===== src/rtl/ahb_slv_pkg.sv =====
// ahb_slv_pkg: shared AHB-Lite encodings and the byte-lane helper for ahb_slave_mem
package ahb_slv_pkg;
  typedef enum logic [1:0] {TR_IDLE, TR_BUSY, TR_NONSEQ, TR_SEQ} htrans_e;
  typedef enum logic [2:0] {SZ_BYTE, SZ_HALF, SZ_WORD} hsize_e;
  typedef enum logic [1:0] {RESP_OKAY, RESP_ERROR} hresp_e;
  typedef enum logic [1:0] {ST_IDLE, ST_WAIT, ST_ERR1, ST_ERR2} slv_state_e;
  function automatic logic [3:0] byte_lane_mask(input logic [2:0] size, input logic [1:0] a);
    return size == SZ_BYTE ? 4'b0001 << a : size == SZ_HALF ? (a[1] ? 4'b1100 : 4'b0011) : size == SZ_WORD ? 4'b1111 : 4'b0000;
  endfunction
endpackage


===== src/rtl/ahb_slave_mem_if.sv =====
// ahb_slave_mem_if: AHB-Lite bus bundle; master drives address/control/wdata/hready_in, slave drives hready_out/hresp/hrdata
interface ahb_slave_mem_if;
  logic [31:0] haddr;
  logic [1:0] htrans;
  logic hwrite;
  logic [2:0] hsize;
  logic [2:0] hburst;
  logic [31:0] hwdata;
  logic hready_in;
  logic hready_out;
  logic [1:0] hresp;
  logic [31:0] hrdata;
  modport slave (input haddr, htrans, hwrite, hsize, hburst, hwdata, hready_in, output hready_out, hresp, hrdata);
  modport master (output haddr, htrans, hwrite, hsize, hburst, hwdata, hready_in, input hready_out, hresp, hrdata);
endinterface


===== src/rtl/ahb_slv_decode.sv =====
// ahb_slv_decode: address-phase legality (range, size, alignment) and little-endian byte-lane mask
// in: haddr, hsize; out: legal, mask
module ahb_slv_decode import ahb_slv_pkg::*; #(
  parameter logic [31:0] BASE_ADDR = 32'h8000_0000,
  parameter int DEPTH = 16
) (
  input logic [31:0] haddr,
  input logic [2:0] hsize,
  output logic legal,
  output logic [3:0] mask
);
  logic [31:0] off;
  logic aligned;
  assign off = haddr - BASE_ADDR;
  assign aligned = hsize == SZ_HALF ? !haddr[0] : hsize == SZ_WORD ? haddr[1:0] == 2'b00 : 1'b1;
  assign legal = off < 32'(DEPTH * 4) && hsize <= 3'd2 && aligned;
  assign mask = byte_lane_mask(hsize, haddr[1:0]);
endmodule


===== src/rtl/ahb_slave_mem.sv =====
// ahb_slave_mem: AHB-Lite completer with a word-organised register memory, wait states and two-cycle ERROR
// ports: clock, hresetn (async active-low), bus (ahb_slave_mem_if.slave), prot_err (only with AHB_SLV_PROT_CHK_EN)
// AHB_SLV_PROT_CHK_EN: flags SEQ transfers that do not continue the previous NONSEQ/SEQ and answers them with ERROR
module ahb_slave_mem import ahb_slv_pkg::*; #(
  parameter logic [31:0] BASE_ADDR = 32'h8000_0000,
  parameter int DEPTH = 16,
  parameter int WAIT_STATES = 0
) (
  input logic clock,
  input logic hresetn,
  ahb_slave_mem_if.slave bus
`ifdef AHB_SLV_PROT_CHK_EN
  , output logic prot_err
`endif
);
  localparam int AW = $clog2(DEPTH);
  slv_state_e state;
  logic [2:0] cnt;
  logic [31:0] mem [DEPTH];
  logic [31:0] addr_q, off_q;
  logic [2:0] size_q;
  logic [3:0] mask_q, mask;
  logic write_q, dp_q, dec_legal, legal, accept, perr;
  logic [AW-1:0] idx;
  logic unused_ok;
  ahb_slv_decode #(.BASE_ADDR(BASE_ADDR), .DEPTH(DEPTH)) u_dec (
    .haddr(bus.haddr),
    .hsize(bus.hsize),
    .legal(dec_legal),
    .mask(mask)
  );
  // the slave only samples while it is itself ready, so wait/ERR1 cycles never take a new address
  assign accept = bus.hready_in && bus.hready_out && bus.htrans[1];
`ifdef AHB_SLV_PROT_CHK_EN
  logic prev_ok_q;
  assign perr = bus.htrans == TR_SEQ && (!prev_ok_q || bus.haddr != addr_q + (32'd1 << size_q));
  always_ff @(posedge clock or negedge hresetn)
    if (!hresetn) begin
      prev_ok_q <= 1'b0;
      prot_err <= 1'b0;
    end else if (bus.hready_in && bus.hready_out) begin
      prev_ok_q <= bus.htrans[1];
      if (accept && perr) prot_err <= 1'b1;
    end
`else
  assign perr = 1'b0;
`endif
  assign legal = dec_legal && !perr;
  assign off_q = addr_q - BASE_ADDR;
  assign idx = off_q[AW+1:2];
  assign bus.hrdata = dp_q && !write_q ? mem[idx] : 32'h0;
  assign unused_ok = ^{bus.hburst, off_q, size_q};
  always_ff @(posedge clock or negedge hresetn)
    if (!hresetn) begin
      state <= ST_IDLE;
      cnt <= 3'd0;
      bus.hready_out <= 1'b1;
      bus.hresp <= RESP_OKAY;
      addr_q <= 32'h0;
      size_q <= 3'd0;
      write_q <= 1'b0;
      mask_q <= 4'h0;
      dp_q <= 1'b0;
      for (int i = 0; i < DEPTH; i++) mem[i] <= 32'h0;
    end else begin
      if (dp_q && write_q && bus.hready_out)
        for (int i = 0; i < 4; i++)
          if (mask_q[i]) mem[idx][8*i +: 8] <= bus.hwdata[8*i +: 8];
      if (bus.hready_out) dp_q <= accept && legal;
      if (accept) begin
        addr_q <= bus.haddr;
        size_q <= bus.hsize;
        write_q <= bus.hwrite;
        mask_q <= mask;
      end
      case (state)
        ST_WAIT: begin
          cnt <= cnt - 3'd1;
          if (cnt == 3'd0) begin
            state <= ST_IDLE;
            bus.hready_out <= 1'b1;
          end
        end
        ST_ERR1: begin
          state <= ST_ERR2;
          bus.hready_out <= 1'b1;
        end
        default:
          if (accept && !legal) begin
            state <= ST_ERR1;
            bus.hready_out <= 1'b0;
            bus.hresp <= RESP_ERROR;
          end else if (accept && WAIT_STATES != 0) begin
            state <= ST_WAIT;
            cnt <= 3'(WAIT_STATES - 1);
            bus.hready_out <= 1'b0;
            bus.hresp <= RESP_OKAY;
          end else begin
            state <= ST_IDLE;
            bus.hready_out <= 1'b1;
            bus.hresp <= RESP_OKAY;
          end
      endcase
    end
endmodule

===== src/flat_wrapper.sv =====
// flat-port wrapper written by rule: the top's interface ports become plain ports
module ahb_slave_mem_flat import ahb_slv_pkg::*;
#(
  parameter logic [31:0] BASE_ADDR = 32'h8000_0000,
  parameter int DEPTH = 16,
  parameter int WAIT_STATES = 0
)
  (clock, hresetn, bus_haddr, bus_htrans, bus_hwrite, bus_hsize, bus_hburst, bus_hwdata, bus_hready_in, bus_hready_out, bus_hresp, bus_hrdata);
  ahb_slave_mem_if bus_i ();
  input logic clock;
  input logic hresetn;
  input wire logic [$bits(bus_i.haddr)-1:0] bus_haddr;
  input wire logic [$bits(bus_i.htrans)-1:0] bus_htrans;
  input wire logic [$bits(bus_i.hwrite)-1:0] bus_hwrite;
  input wire logic [$bits(bus_i.hsize)-1:0] bus_hsize;
  input wire logic [$bits(bus_i.hburst)-1:0] bus_hburst;
  input wire logic [$bits(bus_i.hwdata)-1:0] bus_hwdata;
  input wire logic [$bits(bus_i.hready_in)-1:0] bus_hready_in;
  output wire logic [$bits(bus_i.hready_out)-1:0] bus_hready_out;
  output wire logic [$bits(bus_i.hresp)-1:0] bus_hresp;
  output wire logic [$bits(bus_i.hrdata)-1:0] bus_hrdata;
  assign bus_i.haddr = bus_haddr;
  assign bus_i.htrans = bus_htrans;
  assign bus_i.hwrite = bus_hwrite;
  assign bus_i.hsize = bus_hsize;
  assign bus_i.hburst = bus_hburst;
  assign bus_i.hwdata = bus_hwdata;
  assign bus_i.hready_in = bus_hready_in;
  assign bus_hready_out = bus_i.hready_out;
  assign bus_hresp = bus_i.hresp;
  assign bus_hrdata = bus_i.hrdata;
  ahb_slave_mem #(.BASE_ADDR(BASE_ADDR), .DEPTH(DEPTH), .WAIT_STATES(WAIT_STATES)) u_core (.clock(clock), .hresetn(hresetn), .bus(bus_i));
endmodule

===== config.mk =====
export PLATFORM = sky130hd
export DESIGN_NAME = ahb_slave_mem_flat
export DESIGN_NICKNAME = d
export VERILOG_FILES = /design/src/rtl/ahb_slv_pkg.sv /design/src/rtl/ahb_slave_mem_if.sv /design/src/rtl/ahb_slv_decode.sv /design/src/rtl/ahb_slave_mem.sv /design/src/flat_wrapper.sv
export SDC_FILE = /design/constraint.sdc
export NUM_CORES = 1
export LEC_CHECK = 0
export BUFFER_PORTS_ARGS = -buffer_cell sky130_fd_sc_hd__buf_2
export CORE_AREA = 8 8 242 198
export CTS_BUF_LIST = sky130_fd_sc_hd__clkbuf_16
export DETAILED_ROUTE_END_ITERATION = 8
export DIE_AREA = 0 0 250 206
export GPL_TIMING_DRIVEN = 0
export PLACE_DENSITY = 0.74
export SLEW_MARGIN = 5
export SYNTH_ARGS = -nofsm -noshare
export SYNTH_HDL_FRONTEND = slang
export SYNTH_HIERARCHICAL = 1
export SYNTH_SLANG_ARGS = --single-unit

===== constraint.sdc =====
create_clock -name clock -period 2.32 [get_ports clock]
set_clock_uncertainty 0.15 [all_clocks]
set_input_delay 0.116 -clock clock [delete_from_list [all_inputs] [get_ports clock]]
set_output_delay 0.116 -clock clock [all_outputs]
set_load 0.02 [all_outputs]

== Word level (Yosys, flattened, before mapping) ==
Cells that the tools add are included.

* Bits in registers: 532
* Input port bits: 76

* Shift operators: 1
* Add/sub/neg operators: 3
* Eq/ne operators: 5
* Bitwise gates (word level): 1
* Order comparisons: 4
* Reductions and logical operators: 17
* Muxes and demuxes: 36

{| class="wikitable"
|+ Operator list
! kind !! number
|-
| $mux 512 || 7
|-
| $bwmux 512 || 4
|-
| $demux 32 s4 || 4
|-
| $bmux 32 s4 || 1
|-
| $mux 32 || 4
|-
| $lt 32x7->1 const B || 1
|-
| $sub 32x32->32 const B || 1
|-
| $mux 24 || 1
|-
| $mux 16 || 1
|-
| $mux 4 || 4
|-
| $logic_and 1x1->1 || 10
|-
| $mux 8 || 1
|-
| $logic_not 3->1 || 2
|-
| $sub 6x1->6 const B || 1
|-
| $ge 5x5->1 const B || 1
|-
| $lt 5x1->1 const B || 1
|-
| $mux 1 || 5
|-
| $not 4->5 || 1
|-
| $mux 2 || 2
|-
| $pmux 2 s2 || 1
|-
| $shl 1x2->4 const A || 1
|-
| $eq 3x1->1 const B || 1
|-
| $eq 3x2->1 const B || 1
|-
| $le 3x2->1 const B || 1
|-
| 8 further kinds || 10
|}

== Depth between registers and ports, before layout ==
* Depth in word-level cells: 17
* Mapped depth: 6
* Mapped depth without buffers: 6

== By module ==
The synthesis kept the hierarchy.

{| class="wikitable"
|+ By module, submodules not included
! module !! area an instance (um2) !! cells each !! sequential area each (um2) !! times used
|-
| ahb_slave_mem || 24569.8 || 1602 || 13238.9 || 1
|-
| ahb_slv_decode || 166.4 || 24 || 0.0 || 1
|}

== Least setup slack after synthesis ==
No wires, ideal clock.

* Kind: register to output
* Start point: register u_core.addr_q[5]
* End point: output bus_hrdata[21]
* Setup slack: 0.252 ns
* Cell stages (with the launch flop): 6
* Arrival: 1.802 ns
* Cells stage by stage: dfrtp_1 -> buf_4 -> or3_1 -> clkbuf_1 -> buf_6 -> o31ai_1

* Word-level cells in the longest chain between the ends: 6

{| class="wikitable"
|+ Ends and longest elaborated chain
! item !! line !! text
|-
| from (decl) || ahb_slave_mem.sv:20 || <nowiki>logic [31:0] addr_q, off_q;</nowiki>
|-
| from (signal assigned) || ahb_slave_mem.sv:71 || <nowiki>addr_q <= bus.haddr;</nowiki>
|-
| $sub 6x1->6 || ahb_slave_mem.sv:49 || <nowiki>assign off_q = addr_q - BASE_ADDR;</nowiki>
|-
| $not 4->5 (not written as such) || ahb_slave_mem.sv:51 || <nowiki>assign bus.hrdata = dp_q && !write_q ? mem[idx] : 32'h0;</nowiki>
|-
| $bmux 32 s4 || ahb_slave_mem.sv:51 ||
|-
| $mux 32 (not written as such) (2 in a row) || ahb_slave_mem.sv:51 ||
|-
| $mux 32 || ahb_slave_mem.sv:51 ||
|-
| to (decl) || flat_wrapper.sv:21 || <nowiki>output wire logic [$bits(bus_i.hrdata)-1:0] bus_hrdata;</nowiki>
|}

No other way between the ends. The select of a mux whose other input is x is not followed.

== Worst setup path after layout ==
* Start point: register u_core.addr_q[2]
* End point: output bus_hrdata[0]

The elaborated chain is that of the path after synthesis.

==> impl_results.md <==
* Status: complete, but fails checks
* Failing checks: negative setup slack
* Synth Net Count at 1706
* Layout fillers at ~3000
* Worst Path Arrival at 2.48 ns
* RSZ-0062 raised after global routing: yes
* PwrDens at 801 mW/mm^2
* DRT Wirelength at approximately 66000 um
* Max-slew headroom at 44.3%
* Worst-path fanout max at 10
* Async SR Flop Fraction at 100%
* Post-synthesis sequential area ratio at 53.5%
* Worst Reg-to-Reg Cells at 5
* FF-to-FF End: u_core/mem[496]
* Initial antenna violation count at 1
* FF-to-FF Start: u_core/addr_q[2]
* Most used DFF post-synth: dfrtp_1
* Count leader, synth: mux2_2
* Final Hold Fails at 0
* Cell Chain, Critical Path: buf_12 -> buf_12 -> mux4_2 -> a22oi_2 -> o31ai_4 -> buf_4
* CTS tree: done
* Placed insts at 2303
* Site Rows at 69
* Drt drc at 0
* Peak per-stage delay on the critical path at 0.53 ns
* TNS Setup at -11.25 ns
* Max rail drop VDD at 532 uV
* Iteration-0 DRC Markers at 1069
* Pin count of the biggest net entering global routing at approximately 120
* Power consumption at 23.9 mW
* #FFs+latches synth at around 530
* Worst-Skew Late Latency at 0.58 ns
* Top cell type's share of synthesized area at 53.4%
* Kind of critical path: reg -> out
* Clk buf depth at 3
* Vias in the first global route at 16575
* Port-buffer cells at 105
* Share of cells above drive strength 1 at 57.4%
* P&R area growth vs syn at 20.4%
* Crit path time final at 2.75 ns
* Routed via count at roughly 15000
* Post-synth cell types at 50
* CTS sink cnt at around 530
* Final setup viols at 32
* Measured slew at the worst slew-check pin at 0.836 ns
* Die area at 0.0515 mm^2
* Static Leak at 13.2 nW
* Final setup margin at -0.430 ns
* Warnings, synthesis at 6
* Antenna violation net count after detailed routing at 0
* EDFF count, synth at 0
* Final hold slack at just under 0.06 ns
* Core Region at ~0.044 mm^2
* Non-Filler Instances at 2485
* H-tree Lvls at 2
* Fmax at 364 MHz
* Synthesized instance count at 1626
* Ports at 111
* Synth top area cells: dfrtp_1 (53%), mux2_2 (25%), mux4_2 (5.8%), mux2i_1 (2.6%), a22o_1 (1.1%)
* Max Slew Vio Count at 0
* Synth area leader: dfrtp_1
* Synth cell count leaders: mux2_2 (559), dfrtp_1 (528), mux2i_1 (64), mux4_2 (64), clkbuf_1 (49)
* Routed len/inst at about 26 um
* Gr usage total at 25.5%
* Syn Std Cell Area at 0.0247 mm^2
* CTS clk-pin slew, worst paths at roughly 0.06 ns
* Synth Area per Inst at 15.2 um^2
* First-pass GRT wire length at 101000 um
* Worst hold path class: in -> async
* Die height at 206 um
* Most used cell, CP: buf_12
* Startpoint Class: register
* Die width at between 200 and 300 um
* Detailed-placement wirelength estimate at 41700 um
* Final-stage net count at just under 2000
* Initial Util at 56.4%
* Routability Congestion at 0.851
* Pre-antenna DRT Iters at 5
* Reg2reg setup slack at roughly 0.040 ns
* CP required at 2.05 ns
* Global route total overflow at 0
* Max-cap viol count at 0
* Slowest CP cell: mux4_2
* Fin crit share at 119%
* Crit path capture type: primary output
* CTS root buf: clkbuf_16
* Setup slack at placement at -0.459 ns
* Cts bufs inserted at between 50 and 60
* DR vias/cell at approximately 6.2
[cell type report]
cell class	instances	area, um^2	area share (%)
Sequential cell	529	13200	44.5
Buffer	105	997	3.35
Multi-Input combinational cell	979	11500	38.6
Antenna cell	1	2.50	0.00840
Tap cell	568	711	2.39
Clock inverter	41	228	0.765
Timing Repair Buffer	201	1800	6.05
Clock buffer	51	1280	4.29
Inverter	10	37.5	0.126
[where the power goes]
part	internal [mW]	switching [mW]
logic	2.92	3.34
clock network	4.19	3.49
registers	9.65	0.260
total	16.8	7.09
[worst max-delay path: cells and delay by family (launching register included)]
| family | cells | cell delay [ns] |
|---|---|---|
| multiplexers | 1 | 0.53 |
| flip-flops | 1 | 0.43 |
| buffers and inverters | 3 | 0.52 |
| AO/OA/AOI/OAI | 2 | 0.40 |
[metal layers]
metal  track usage, %  vias to the layer above  share of wire (%)
met4             8.14                        0                3.2
met1             36.6                     8232                 46
met5                0                        -                  0
met3             4.51                      131                5.2
li1                 -                     6629                  -
met2             39.5                      426                 46
[state kept, by name, summed over array words and instances (netlist names)]
signal                 count
u_core/mem               512
u_core/addr_q              4
u_core/mask_q              4
u_core/cnt                 3
u_core/state               2
u_core/bus.hready_out      1
u_core/bus.hresp           1
u_core/dp_q                1
u_core/write_q             1
[placed cells by master, fill, tap and decap left out, types with 3 or more instances in the layout]
| cell | count |
|---|---|
| clkinv_1 | 15 |
| buf_2 | 87 |
| buf_4 | 54 |
| and4bb_2 | 6 |
| a22o_1 | 32 |
| clkbuf_1 | 33 |
| nor2_1 | 5 |
| nand4_1 | 5 |
| buf_8 | 13 |
| clkbuf_4 | 5 |
| mux2i_1 | 62 |
| o31ai_4 | 12 |
| dlygate4sd3_1 | 51 |
| o21ai_0 | 4 |
| ha_1 | 4 |
| inv_1 | 26 |
| nor2_4 | 21 |
| buf_16 | 8 |
| clkbuf_16 | 53 |
| nand4b_4 | 4 |
| mux2_2 | 559 |
| and4_1 | 4 |
| o22ai_1 | 14 |
| a22oi_2 | 30 |
| nor4b_4 | 4 |
| mux2_1 | 12 |
| buf_12 | 26 |
| o31ai_2 | 19 |
| dfrtp_1 | 527 |
| nand2b_1 | 3 |
| nand2_2 | 45 |
| clkinv_2 | 5 |
| mux2_4 | 15 |
| a21oi_1 | 6 |
| inv_6 | 3 |
| nor4_2 | 3 |
| buf_6 | 25 |
| o22ai_2 | 19 |
| mux4_2 | 64 |
[timing repair]
action                                 in CTS  in global routing
setup endpoints to repair                 192                198
setup buffers                              22                 17
cloned                                      0                  2
endpoints found under the hold margin     312                  3
hold buffers                               51                  1
gates resized for setup                   180                 98
pin swaps                                  26                 19
[worst max-delay path by stage]
stage | slack [ns] | cells past startpoint | start | endpoint
floorplan | 0.25 | 5 | u_core/addr_q[5] | bus_hrdata[21]
detailed placement | -0.46 | 7 | u_core/addr_q[3] | bus_hrdata[0]
global route | -0.47 | 6 | u_core/addr_q[2] | bus_hrdata[29]
CTS | -0.44 | 6 | u_core/addr_q[2] | bus_hrdata[30]
global placement | -9.52 | 1 | hresetn | u_core/mem[109]
finish | -0.43 | 6 | u_core/addr_q[2] | bus_hrdata[0]
[cell families after synthesis]
kind of cell	synth area share (%)
xor gates and xnor gates	0.0354
buffers and inverters	2.79
other	0.0152
DFF	53.5
muxes	35.3
AOI/OAI and AO/OA	4.22
adders and majority gates	0.202
and+or+nand+nor	3.89
[stage by stage]
stage / util (%) / area, um^2
2_1_floorplan: - / 24700
3_3_place_gp: 59.2 / 26000
3_5_place_dp: 59.5 / 26100
4_1_cts: 66.4 / 29100
5_1_grt: 67.9 / 29800
6_report: 67.9 / 29800
Note: power is estimated with default switching activity, not from simulation.
